===== src/rtl/arith_seq_pkg.sv =====
// arith_seq_pkg: shared op and state encodings for the arithmetic sequencer
package arith_seq_pkg;
  typedef enum logic [1:0] {
    OP_ADD = 2'b00,
    OP_SUB = 2'b01,
    OP_MUL = 2'b10,
    OP_RSV = 2'b11
  } op_e;
  typedef enum logic [1:0] {
    S_IDLE = 2'b00,
    S_EXEC = 2'b01,
    S_MUL  = 2'b10,
    S_DONE = 2'b11
  } state_e;
endpackage


===== src/rtl/arith_seq_ctrl_addsub_unit.sv =====
// addsub_unit: WIDTH-bit ripple adder; sub inverts y per bit and feeds carry-in
module addsub_unit #(
  parameter int WIDTH = 8
) (
  input  logic [WIDTH-1:0] x,
  input  logic [WIDTH-1:0] y,
  input  logic             sub,
  output logic [WIDTH-1:0] sum,
  output logic             cout
);
  logic [WIDTH-1:0] yx;
  logic [WIDTH:0]   c;
  assign c[0] = sub;
  for (genvar i = 0; i < WIDTH; i++) begin : g_bit
    assign yx[i]   = y[i] ^ sub;
    assign sum[i]  = x[i] ^ yx[i] ^ c[i];
    assign c[i+1]  = (x[i] & yx[i]) | (c[i] & (x[i] ^ yx[i]));
  end
  assign cout = c[WIDTH];
endmodule


===== src/rtl/arith_seq_ctrl.sv =====
// arith_seq_ctrl: sequences one shared adder through add, sub and shift-and-add multiply
module arith_seq_ctrl
  import arith_seq_pkg::*;
#(
  parameter int WIDTH = 8
) (
  input  logic               clk,
  input  logic               rst_n,
  input  logic               start,
  input  logic [1:0]         op,
  input  logic [WIDTH-1:0]   a,
  input  logic [WIDTH-1:0]   b,
  output logic               busy,
  output logic               done,
  output logic [2*WIDTH-1:0] result,
  output logic               flag,
  output logic               err
);
  localparam int CW = $clog2(WIDTH) + 1;
  state_e             state;
  logic [WIDTH-1:0]   a_r, b_r, mreg;
  logic [1:0]         op_r;
  logic [2*WIDTH-1:0] acc, acc_nxt;
  logic [CW-1:0]      cnt;
  logic [WIDTH-1:0]   ax, ay, sum, mhi;
  logic               asub, cout, in_mul, mcarry;
  // multiply feeds acc_hi + a through the adder; add/sub feed the captured operands
  always_comb begin
    in_mul  = state == S_MUL;
    ax      = in_mul ? acc[2*WIDTH-1:WIDTH] : a_r;
    ay      = in_mul ? a_r : b_r;
    asub    = !in_mul && op_r == OP_SUB;
    mcarry  = mreg[0] & cout;
    mhi     = mreg[0] ? sum : acc[2*WIDTH-1:WIDTH];
    acc_nxt = {mcarry, mhi, acc[WIDTH-1:1]};
  end
  addsub_unit #(.WIDTH(WIDTH)) u_addsub (
    .x(ax), .y(ay), .sub(asub), .sum(sum), .cout(cout)
  );
  always_ff @(posedge clk or negedge rst_n) begin
    if (!rst_n) begin
      state  <= S_IDLE;
      a_r    <= '0;
      b_r    <= '0;
      op_r   <= '0;
      acc    <= '0;
      mreg   <= '0;
      cnt    <= '0;
      busy   <= 1'b0;
      done   <= 1'b0;
      err    <= 1'b0;
      flag   <= 1'b0;
      result <= '0;
    end else begin
      case (state)
        S_IDLE: if (start) begin
          a_r   <= a;
          b_r   <= b;
          op_r  <= op;
          busy  <= 1'b1;
          acc   <= '0;
          mreg  <= b;
          cnt   <= '0;
          state <= op == OP_MUL ? S_MUL : S_EXEC;
        end
        S_EXEC: begin
          busy   <= 1'b0;
          done   <= 1'b1;
          err    <= op_r == OP_RSV;
          flag   <= op_r == OP_ADD ? cout : op_r == OP_SUB ? ~cout : 1'b0;
          result <= op_r == OP_ADD ? {{(WIDTH-1){1'b0}}, cout, sum} :
                    op_r == OP_SUB ? {{WIDTH{1'b0}}, sum} : '0;
          state  <= S_DONE;
        end
        S_MUL: begin
          acc  <= acc_nxt;
          mreg <= mreg >> 1;
          cnt  <= cnt + CW'(1);
          if (cnt == CW'(WIDTH - 1)) begin
            result <= acc_nxt;
            flag   <= 1'b0;
            err    <= 1'b0;
            busy   <= 1'b0;
            done   <= 1'b1;
            state  <= S_DONE;
          end
        end
        default: begin
          done  <= 1'b0;
          err   <= 1'b0;
          state <= S_IDLE;
        end
      endcase
    end
  end
endmodule

===== config.mk =====
export PLATFORM = sky130hd
export DESIGN_NAME = arith_seq_ctrl
export DESIGN_NICKNAME = d
export VERILOG_FILES = /design/src/rtl/arith_seq_pkg.sv /design/src/rtl/arith_seq_ctrl_addsub_unit.sv /design/src/rtl/arith_seq_ctrl.sv
export SDC_FILE = /design/constraint.sdc
export NUM_CORES = 1
export LEC_CHECK = 0
export ABC_AREA = 1
export BUFFER_PORTS_ARGS = -buffer_cell sky130_fd_sc_hd__buf_2
export CAP_MARGIN = 25
export CORE_UTILIZATION = 50
export CTS_BUF_LIST = sky130_fd_sc_hd__clkbuf_4
export CTS_CLUSTER_DIAMETER = 30
export CTS_CLUSTER_SIZE = 40
export DETAILED_ROUTE_END_ITERATION = 12
export PLACE_DENSITY = 0.75
export SYNTH_ARGS = -nofsm -noshare
export SYNTH_HDL_FRONTEND = slang
export SYNTH_SLANG_ARGS = --single-unit

===== constraint.sdc =====
create_clock -name clk -period 4.22 [get_ports clk]
set_input_delay 0.422 -clock clk [delete_from_list [all_inputs] [get_ports clk]]
set_output_delay 0.422 -clock clk [all_outputs]
set_load 0.01 [all_outputs]

# ---- Word-level counts from Yosys, hierarchy flattened
# Index checks and enable logic that the tools add are counted.
# Widths: inputs -> output; s select.
dict set report totals {
  reg_bits 68
  latchBits 0
  ram_bits 0
  romBits 0
  inputBits 21
  out_inout_bits 20
  elab_cells 111
  memories 0
}
dict set report classes {
  add_sub_neg 1
  multipliers 0
  n_div 0
  n_lt_le_gt_ge 0
  n_eq_ne 8
  shifts 0
  muxes 26
  bitwise_logic 51
  reduce_logical 13
}
# operator n
set ops {}
lappend ops {{$pmux 16 s2} 2}
lappend ops {{$mux 8} 5}
lappend ops {{$mux 16} 2}
lappend ops {{$xor 1x1->1} 24}
lappend ops {{$and 1x1->1} 17}
lappend ops {{$pmux 8 s2} 1}
lappend ops {{$reduce_and 2->1} 5}
lappend ops {{$mux 9} 1}
lappend ops {{$pmux 1 s3} 3}
lappend ops {{$or 1x1->1} 8}
lappend ops {{$pmux 4 s2} 1}
lappend ops {{$eq 2x2->1 const B} 3}
lappend ops {{$mux 2} 3}
lappend ops {{$pmux 2 s3} 1}
lappend ops {{$mux 1} 5}
lappend ops {{$add 4x1->4 const B} 1}
lappend ops {{$eq 2x1->1 const B} 2}
lappend ops {{$eq 4x3->1 const B} 1}
lappend ops {{$logic_not 2->1} 2}
lappend ops {{$mux 4} 1}
lappend ops {{$reduce_bool 2->1} 2}
lappend ops {{$reduce_and 3->1} 1}
lappend ops {{$reduce_bool 3->1} 1}
lappend ops {{$ne 2x1->1 const B} 1}
lappend ops {{5 further kinds} 6}

# ---- Longest topological paths before layout
# Gate-level depths: netlist (run 1).
dict set report logic_depth {
  depth_word 25
  ltp_mapped 20
  ltp_nobuf 20
}

# ---- By module
# A second synthesis (run 1) with hierarchy kept.
dict set report hier_totals {
  hier_cells 454
  area_unflattened_um2 3595.9
}
# module instances cells_each area_per_inst_um2 seq_area_each_um2
set by_module_without_submodules {}
lappend by_module_without_submodules {arith_seq_ctrl 1 407 3251.9 1676.6}
lappend by_module_without_submodules {addsub_unit 1 47 344.1 0.0}

# ---- Worst setup path after synthesis (run 1)
# Ideal clock, no wire load.
dict set report synth_timing {
  kind {register -> register}
  startpoint {register state[0]}
  endpoint {register acc[14]}
  setup_ns 0.083
  arrival_time_ns 4.536
  t_required_ns 4.137
  setup_slack_ns -0.398
  stages_incl_launch_ff 17
  path_buffers 2
  period_less_slack_ns 4.618
  cell_sequence {dfrtp_1 > inv_1 > ha_1 > buf_2 > clkbuf_1 > o21ai_0 > fa_1 > fa_1 > fa_1 > fa_1 > fa_1 > fa_1 > inv_1 > fa_1 > a211oi_1 > nand2_1 > o21ai_0}
}
dict set report synth_via {
  elab_chain_len 22
  elab_cells_between_ends 49
  classes_between {2 x eq/ne; 4 x mux; 38 x bitwise; 5 x reduce/logical}
}
# item line_no
set synth_lines {}
lappend synth_lines {{from (decl)} arith_seq_ctrl.sv:20} ;# state_e state;
lappend synth_lines {{from (signal assigned)} arith_seq_ctrl.sv:64} ;# state <= op == OP_MUL ? S_MUL : S_EXEC;
lappend synth_lines {{$eq 2x2->1} {arith_seq_ctrl.sv:29, arith_seq_ctrl.sv:55}}
lappend synth_lines {{$logic_not 1->1} arith_seq_ctrl.sv:32} ;# asub = !in_mul && op_r == OP_SUB;
lappend synth_lines {{$logic_and 1x1->1} arith_seq_ctrl.sv:32}
lappend synth_lines {{$xor 1x1->1} arith_seq_ctrl_addsub_unit.sv:15} ;# assign yx[i] = y[i] ^ sub;
lappend synth_lines {{$xor 1x1->1} arith_seq_ctrl_addsub_unit.sv:17} ;# assign c[i+1] = (x[i] & yx[i]) | (c[i] & (x[i] ^ yx[i]));
lappend synth_lines {{$and 1x1->1} arith_seq_ctrl_addsub_unit.sv:17}
lappend synth_lines {{$or 1x1->1} arith_seq_ctrl_addsub_unit.sv:17}
lappend synth_lines {{$and 1x1->1} arith_seq_ctrl_addsub_unit.sv:17}
lappend synth_lines {{(+6 left out)} -}
lappend synth_lines {{$or 1x1->1} arith_seq_ctrl_addsub_unit.sv:17}
lappend synth_lines {{$and 1x1->1} arith_seq_ctrl_addsub_unit.sv:17}
lappend synth_lines {{$or 1x1->1} arith_seq_ctrl_addsub_unit.sv:17}
lappend synth_lines {{$and 1x1->1} arith_seq_ctrl_addsub_unit.sv:17}
lappend synth_lines {{$or 1x1->1} arith_seq_ctrl_addsub_unit.sv:17}
lappend synth_lines {{$xor 1x1->1} arith_seq_ctrl_addsub_unit.sv:16} ;# assign sum[i] = x[i] ^ yx[i] ^ c[i];
lappend synth_lines {{$mux 8} arith_seq_ctrl.sv:34} ;# mhi = mreg[0] ? sum : acc[2*WIDTH-1:WIDTH];
lappend synth_lines {{$pmux 16 s2} arith_seq_ctrl.sv:55} ;# case (state)
lappend synth_lines {{to (signal assigned)} arith_seq_ctrl.sv:76} ;# acc <= acc_nxt;
lappend synth_lines {{to (decl)} arith_seq_ctrl.sv:23} ;# logic [2*WIDTH-1:0] acc, acc_nxt;
# Several ways; a longest one is shown, not always the timed one.
# A chain may end at the register's enable or synchronous reset.

# ---- Worst setup path in the final report (run 1)
# Same ends and word-level chain as after synthesis.

==> results of run 1 <==
## cell type report
class                      count  area [um2]  area share, %
clock buffer                  12        90.1           2.32
clock inverter                 3        40.0           1.03
inverter                      40         150           3.87
multi-input combinational    282        1500           38.7
sequential                    67        1680           43.2
tap                           77        96.3           2.48
timing repair buffer          56         324           8.35
## cells in the final DEF, fill, tap and decap left out, types with 6 or more instances in the layout
cell	netlist	final
o21ai_0	50	49
dfrtp_1	67	67
nand2_1	139	133
buf_2	12	40
a31oi_1	7	7
xor2_1	8	8
nand2_2	1	6
a21oi_1	8	8
buf_4	1	15
clkbuf_4	0	12
fa_2	0	6
inv_1	36	33
o22ai_1	9	9
a22oi_1	6	6
nor2_1	28	28
## kinds of logic after synthesis
logic type               Yosys count  share of synthesized area [%]
flip-flops                        67                           50.1
multiplexers                       1                          0.299
adder cells (fa/ha/maj)           13                           6.43
AND/OR/NAND/NOR                  176                           20.2
buffers and inverters             57                           6.95
XOR/XNOR                           8                           2.09
AO/OA/AOI/OAI                     84                           13.9
## metal layers
layer,vias up,part of all wire [%]
met3,12,6.0
met5,-,0
met2,94,46
met4,0,1.6
met1,1297,46
li1,1395,-
## path summary, 6_finish.rpt
kind	start	cells after the start	slack (ns)	end
setup / recovery	state[0]	18	0.05	acc[14]
hold / removal	rst_n	1	0.04	result[2]
setup reg to reg	state[0]	18	0.05	acc[14]
hold reg to reg	result[9]	2	0.48	result[9]
max in group asynchronous	rst_n	2	3.24	mreg[6]
min in group clk	a[7]	3	0.20	a_r[7]
## power by group through the flow
stage | clock network, mW | logic, mW | registers [mW]
4_1_cts | 0.422 | 2.01 | 1.06
2_1_floorplan | 0 | 1.37 | 1.07
6_report | 0.417 | 2.10 | 1.06
3_5_place_dp | 0 | 1.97 | 1.07
3_3_place_gp | 0 | 1.92 | 1.06
5_1_grt | 0.449 | 2.33 | 1.09
## worst max-delay path, cell delays in order (launching register included)
cell and delay (ns):
dfrtp_1 0.40, inv_2 0.10, ha_4 0.17, buf_6 0.12, nand2_2 0.06, nand2_2 0.07, nand2_2 0.06, a21boi_4 0.14
fa_2 0.35, fa_2 0.35, fa_2 0.35, fa_2 0.35, fa_2 0.35, fa_2 0.35, inv_2 0.06, fa_1 0.44
a211oi_2 0.24, nand2_1 0.07, o21ai_1 0.07
## metrics by stage
step	setup WS (ns)	std cells
floorplan	0.00635	406
global placement	0.0578	520
detailed placement	-0.0362	520
CTS	0.0102	535
global route	-0.0770	537
finish	0.0514	537
## state kept, by name (all words and copies together), names as in the netlist
name    count
cnt         4
err         1
done        1
b_r         8
op_r        2
busy        1
a_r         8
acc        15
state       2
mreg        8
flag        1
result     16
## timing repair
action                     4_1_cts  5_1_grt
setup endpoints to repair        3        3
gates cloned                     0        0
resized for setup                3       14
buffers inserted                 0        2
pin swaps                        2        2
==> out/qor.csv, run 1 <==
stage,metric,value,unit
power_and_ir_drop,p_leak,1.97,nW
finish,utilization,60.4,%
synth,ys_async_sr_fraction,100,%
global_route,first_global_vias,2740,
routing,viasPerCell,5.21,
setup_path,crit_type,flop to flop,
global_route,grt_use_met3,5.34,%
setup_path,cp_max_fo,6,
synth,synth_common_cells,"nand2_1, dfrtp_1, o21ai_0",
synth,syn_inst,406,
power_and_ir_drop,sequentialPowerShare,29.6,%
clock_network,clk_pin_slew,0.10,ns
floorplan,io_pins,41,
global_route,grt_util_all_layers,23.1,%
sta,fin_crit,4.17,ns
hold_path,hp-class,input port to asynchronous set/reset pin,
synth,yosysWarnings,0,
placed_design,dp_hpwl,5.37,mm
synth,synth_cell_types,27,
routing,first_pass_iters,8,
global_route,grt_max_degree,37,
sta,timing.fmax,240,MHz
floorplan,die-area,0.00702,mm2
sta,hold_ws,0.0416,ns
floorplan,start_util,52.1,%
clock_network,cts_tree,done,
synth,synth_edf_count,0,
finish,drive_gt1_share,20.7,%
sta,finClkSkew,0.0134,ns
power_and_ir_drop,intPower,1.93,mW
placed_design,portBuffers,40,
floorplan,die_w,83.8,um
sta,rsz0062_at_grt,true,
routing,wl,7.52,mm
clock_network,insertion_delay,0.43,ns
global_route,grt_most_used_layer,met2,
sta,setup_violations,0,
routing,drc,5,
synth,synth-main-ff-cell,dfrtp_1,
floorplan,num_rows,29,
clock_network,cts_buffers,9,
run_status,outcome,"finished, violations left",
synth,synth_seq_area_share,50.1,%
synth,syn-num-nets,440,
synth,yosys-top-cells-area,"dfrtp_1, nand2_1, o21ai_0, fa_1, inv_1",
setup_path,arrival,4.52,ns
global_route,use_met1,31.5,%
synth,synthDominantCellAreaShare,50.1,%
clock_network,h-tree-depth,3,
setup_path,critPathRequiredTime,4.57,ns
setup_path,cp-start-kind,flop,
global_route,antenna_found_initial,0,
finish,num-fill-cells,577,
flow_run,maxCapViolations,0,
routing,drtIter0Drc,168,
sta,tightest_slew,0.714,ns
clock_network,postCtsHoldBufs,0,
power_and_ir_drop,combinationalPowerShare,58.7,%
power_and_ir_drop,p_sw,1.64,mW
sta,tns,0,ns
global_route,grt_first_pass_wirelength,12.6,mm
power_and_ir_drop,vdd_ir_drop_max,491,uV
routing,vias,2798,
synth,synth.most_common_cell,nand2_1,
clock_network,root_buffer,clkbuf_4,
power_and_ir_drop,power-per-cell-area,921,mW/mm2
placed_design,dpl-instance-area,0.00370,mm2
finish,fin_nets,490,
floorplan,core,0.00642,mm2
routing,avgRoutedWirePerCell,14.0,um
sta,fin_crit_sh,98.8,%
power_and_ir_drop,switching_share,45.9,%
clock_network,clock-sinks,67,
global_route,grt_overflow,0,
run_status,violations,design-rule violations,
finish,final_area,0.00388,mm2
clock_network,clk_path_buf_depth,2,
placed_design,gp_congestion,0.881,
global_route,use_met2,35.6,%
finish,area_growth,15.9,%
sta,slew_headroom,52.4,%
power_and_ir_drop,clockPowerShare,11.7,%
synth,syn_area_per_cell,8.24,um2
synth,ys_seq_elements,67,
routing,ant_nets,0,
synth,netlist.top_cell.by_area,dfrtp_1,
floorplan,die_y,83.8,um
sta,drv_slew,0,
sta,hold_violations,0,
power_and_ir_drop,power,3.57,mW
finish,diodes,0,
setup_path,cp-end-kind,flop,
synth,synth_area,0.00335,mm2
Note: power is estimated with default switching activity, not from simulation.
==> inputs of run 2 (changes only) <==
- CORE_UTILIZATION: 50 -> 55
- PLACE_DENSITY: 0.75 -> 0.81
- SYNTH_HIERARCHICAL: unset -> 1
==> run 2 against run 1 <==
- clock skew up 0.0028 ns
- the run now ends clean
- sequential power hardly changed
- wire length up 6.6%
- first-iteration DRC count rose by 39%
- total power increased by 1.8%
==> out/qor.csv, run 2 <==
stage,metric,value,unit
routing,vias,3118,
routing,ant_nets,0,
finish,largest_reg_flops,16,
setup_path,arrival,4.44,ns
clock_network,clk_pin_slew,0.12,ns
synth,yosys-top-cells-area,"dfrtp_1, nand2_1, o21ai_0, inv_1, nand3_1",
synth,synth_xor_xnor_area_share,1.70,%
global_route,grt_first_pass_wirelength,13.6,mm
setup_path,r2r_end,result[14],
synth,synth_seq_area_share,46.6,%
clock_network,cts_tree,done,
synth,synth_area,0.00360,mm2
routing,wl,8.01,mm
run_status,outcome,completed,
clock_network,clock-sinks,67,
floorplan,die_y,82.9,um
clock_network,h-tree-depth,3,
synth,synth_top_family_by_area,simple AND/OR/NAND/NOR gates,
setup_path,cp-end-kind,flop,
finish,regMostFlops,result,
sta,hold_violations,0,
synth,ys_async_sr_fraction,100,%
floorplan,core,0.00631,mm2
sta,hold_ws,0.0289,ns
setup_path,ff2ff_path_depth,21,
global_route,grt_util_all_layers,25.2,%
synth,synth_fa_ha_area_share,6.33,%
routing,avgRoutedWirePerCell,13.8,um
setup_path,critPathRequiredTime,4.56,ns
setup_path,ff2ff_setup_slack,0.12,ns
routing,viasPerCell,5.38,
clock_network,cts_buffers,9,
finish,num-fill-cells,558,
power_and_ir_drop,power-per-cell-area,883,mW/mm2
floorplan,die-area,0.00687,mm2
synth,synthDominantCellAreaShare,46.6,%
global_route,grt_overflow,0,
finish,diodes,0,
routing,drtIter0Drc,233,
sta,slew_headroom,52.9,%
floorplan,num_rows,29,
placed_design,dp_hpwl,5.63,mm
sta,fin_crit_sh,97.2,%
sta,tightest_slew,0.707,ns
synth,synth_common_cells,"nand2_1, dfrtp_1, o21ai_0",
setup_path,cp-start-kind,flop,
flow_run,maxCapViolations,0,
clock_network,insertion_delay,0.44,ns
sta,finClkSkew,0.0162,ns
sta,setup_violations,0,
clock_network,clk_path_buf_depth,2,
synth,netlist.top_cell.by_area,dfrtp_1,
setup_path,reg2reg_from,state[0],
power_and_ir_drop,power,3.64,mW
synth,syn_inst,454,
synth,syn_area_per_cell,7.92,um2
sta,timing.fmax,244,MHz
global_route,antenna_found_initial,0,
finish,final_common_cell,nand2_1,
synth,yosysWarnings,6,
placed_design,gp_congestion,0.901,
synth,synth_cell_types,26,
placed_design,portBuffers,40,
sta,drv_slew,0,
sta,fin_crit,4.10,ns
synth,synth_compound_area_share,12.0,%
synth,synth-main-ff-cell,dfrtp_1,
finish,fin_nets,533,
hold_path,hp-class,input port to asynchronous set/reset pin,
routing,drc,0,
global_route,grt_max_degree,38,
setup_path,cp_max_fo,8,
finish,drive_gt1_share,18.9,%
synth,ys_seq_elements,67,
synth,synth.most_common_cell,nand2_1,
finish,mostFrequentLayoutCells,"nand2_1, dfrtp_1, o21ai_0",
finish,reg_top3,"result (16), acc (15)",
synth,synth_edf_count,0,
routing,first_pass_iters,5,
clock_network,root_buffer,clkbuf_4,
finish,area_growth,14.6,%
synth,synthSimpleGateAreaFrac,23.5,%
floorplan,die_w,82.9,um
global_route,first_global_vias,3018,
synth,synth.area.mux_share,0.313,%
setup_path,crit_type,flop to flop,
floorplan,start_util,57.0,%
floorplan,io_pins,41,
synth,syn-num-nets,489,
power_and_ir_drop,vdd_ir_drop_max,494,uV
power_and_ir_drop,p_leak,2.21,nW
[run 2: cell count changes in the layout (fill, tap and decap cells not counted), sizes merged, moves of 7 or more]
cell   previous run  this run
o21ai            51        62
inv              38        62
a31oi             7         0
a21oi             8        18
nand3             5        33
nor2             28        18
[run 2: final cells by class]
type | count | area (um2) | area share (%)
clock buffer | 9 | 67.6 | 1.64
clock inverter | 7 | 98.8 | 2.40
inverter | 59 | 224 | 5.44
multi-input combinational | 308 | 1640 | 39.8
sequential | 67 | 1680 | 40.7
tap | 77 | 96.3 | 2.34
timing repair buffer | 53 | 318 | 7.71
[run 2: worst max-delay path by stage]
stage,from,to
after CTS,state[0],acc[14]
after detailed placement,state[0],acc[14]
after global routing,state[0],acc[14]
after floorplan,state[0],result[14]
after global placement,state[0],acc[14]
final,state[0],result[14]
[run 2: power breakdown]
group,switching (mW),internal [mW],leakage (nW)
Clock,0.256,0.245,0.0873
Sequential,0.167,0.899,0.856
Combinational,1.30,0.765,1.27
[run 2: logic make-up after synthesis]
family	count (synthesis)
mux	1
fa+ha+maj	14
simple gates	201
compound gates	85
xor+xnor	7
flops	67
buf+inv	79
[run 2: layer usage]
layer  track usage (%)  up-vias  routed length, um
li1                  -     1527                  -
met1              31.1     1451               3460
met2              40.4      103               3820
met3              5.77       37                392
met4              15.0        0                339
met5                 0        -                  0
[run 2: stage by stage]
step | worst slack (ns) | instances | instance area (um2) | TNS, ns | utilization (%)
after floorplan | 0.0357 | 454 | 3640 | 0 | -
after global placement | 0.108 | 560 | 3880 | 0 | 61.5
after detailed placement | -0.0247 | 560 | 3880 | -0.0465 | 61.5
after CTS | 0.0396 | 576 | 4050 | 0 | 64.1
after global routing | -0.0221 | 580 | 4120 | -0.0551 | 65.3
final | 0.116 | 580 | 4120 | 0 | 65.3
[run 2: timing repair]
item,in CTS,in global routing
resized for setup,2,8
setup endpoints to repair,2,5
setup buffers,0,3
hold buffers,0,0
[run 2: critical path, stage by stage (launching register included)]
cell and delay (ns):
dfrtp_1 0.41, inv_2 0.11, ha_4 0.19, inv_4 0.06
nand2_1 0.10, o21ai_4 0.08, inv_2 0.08, nand2_2 0.07
o21ai_2 0.09, fa_2 0.22, inv_1 0.05, fa_2 0.33
fa_2 0.34, fa_2 0.35, fa_2 0.34, fa_1 0.37
inv_1 0.08, fa_1 0.43, nor2_1 0.12, nor2_1 0.07
nand2_1 0.07, nand2_1 0.05
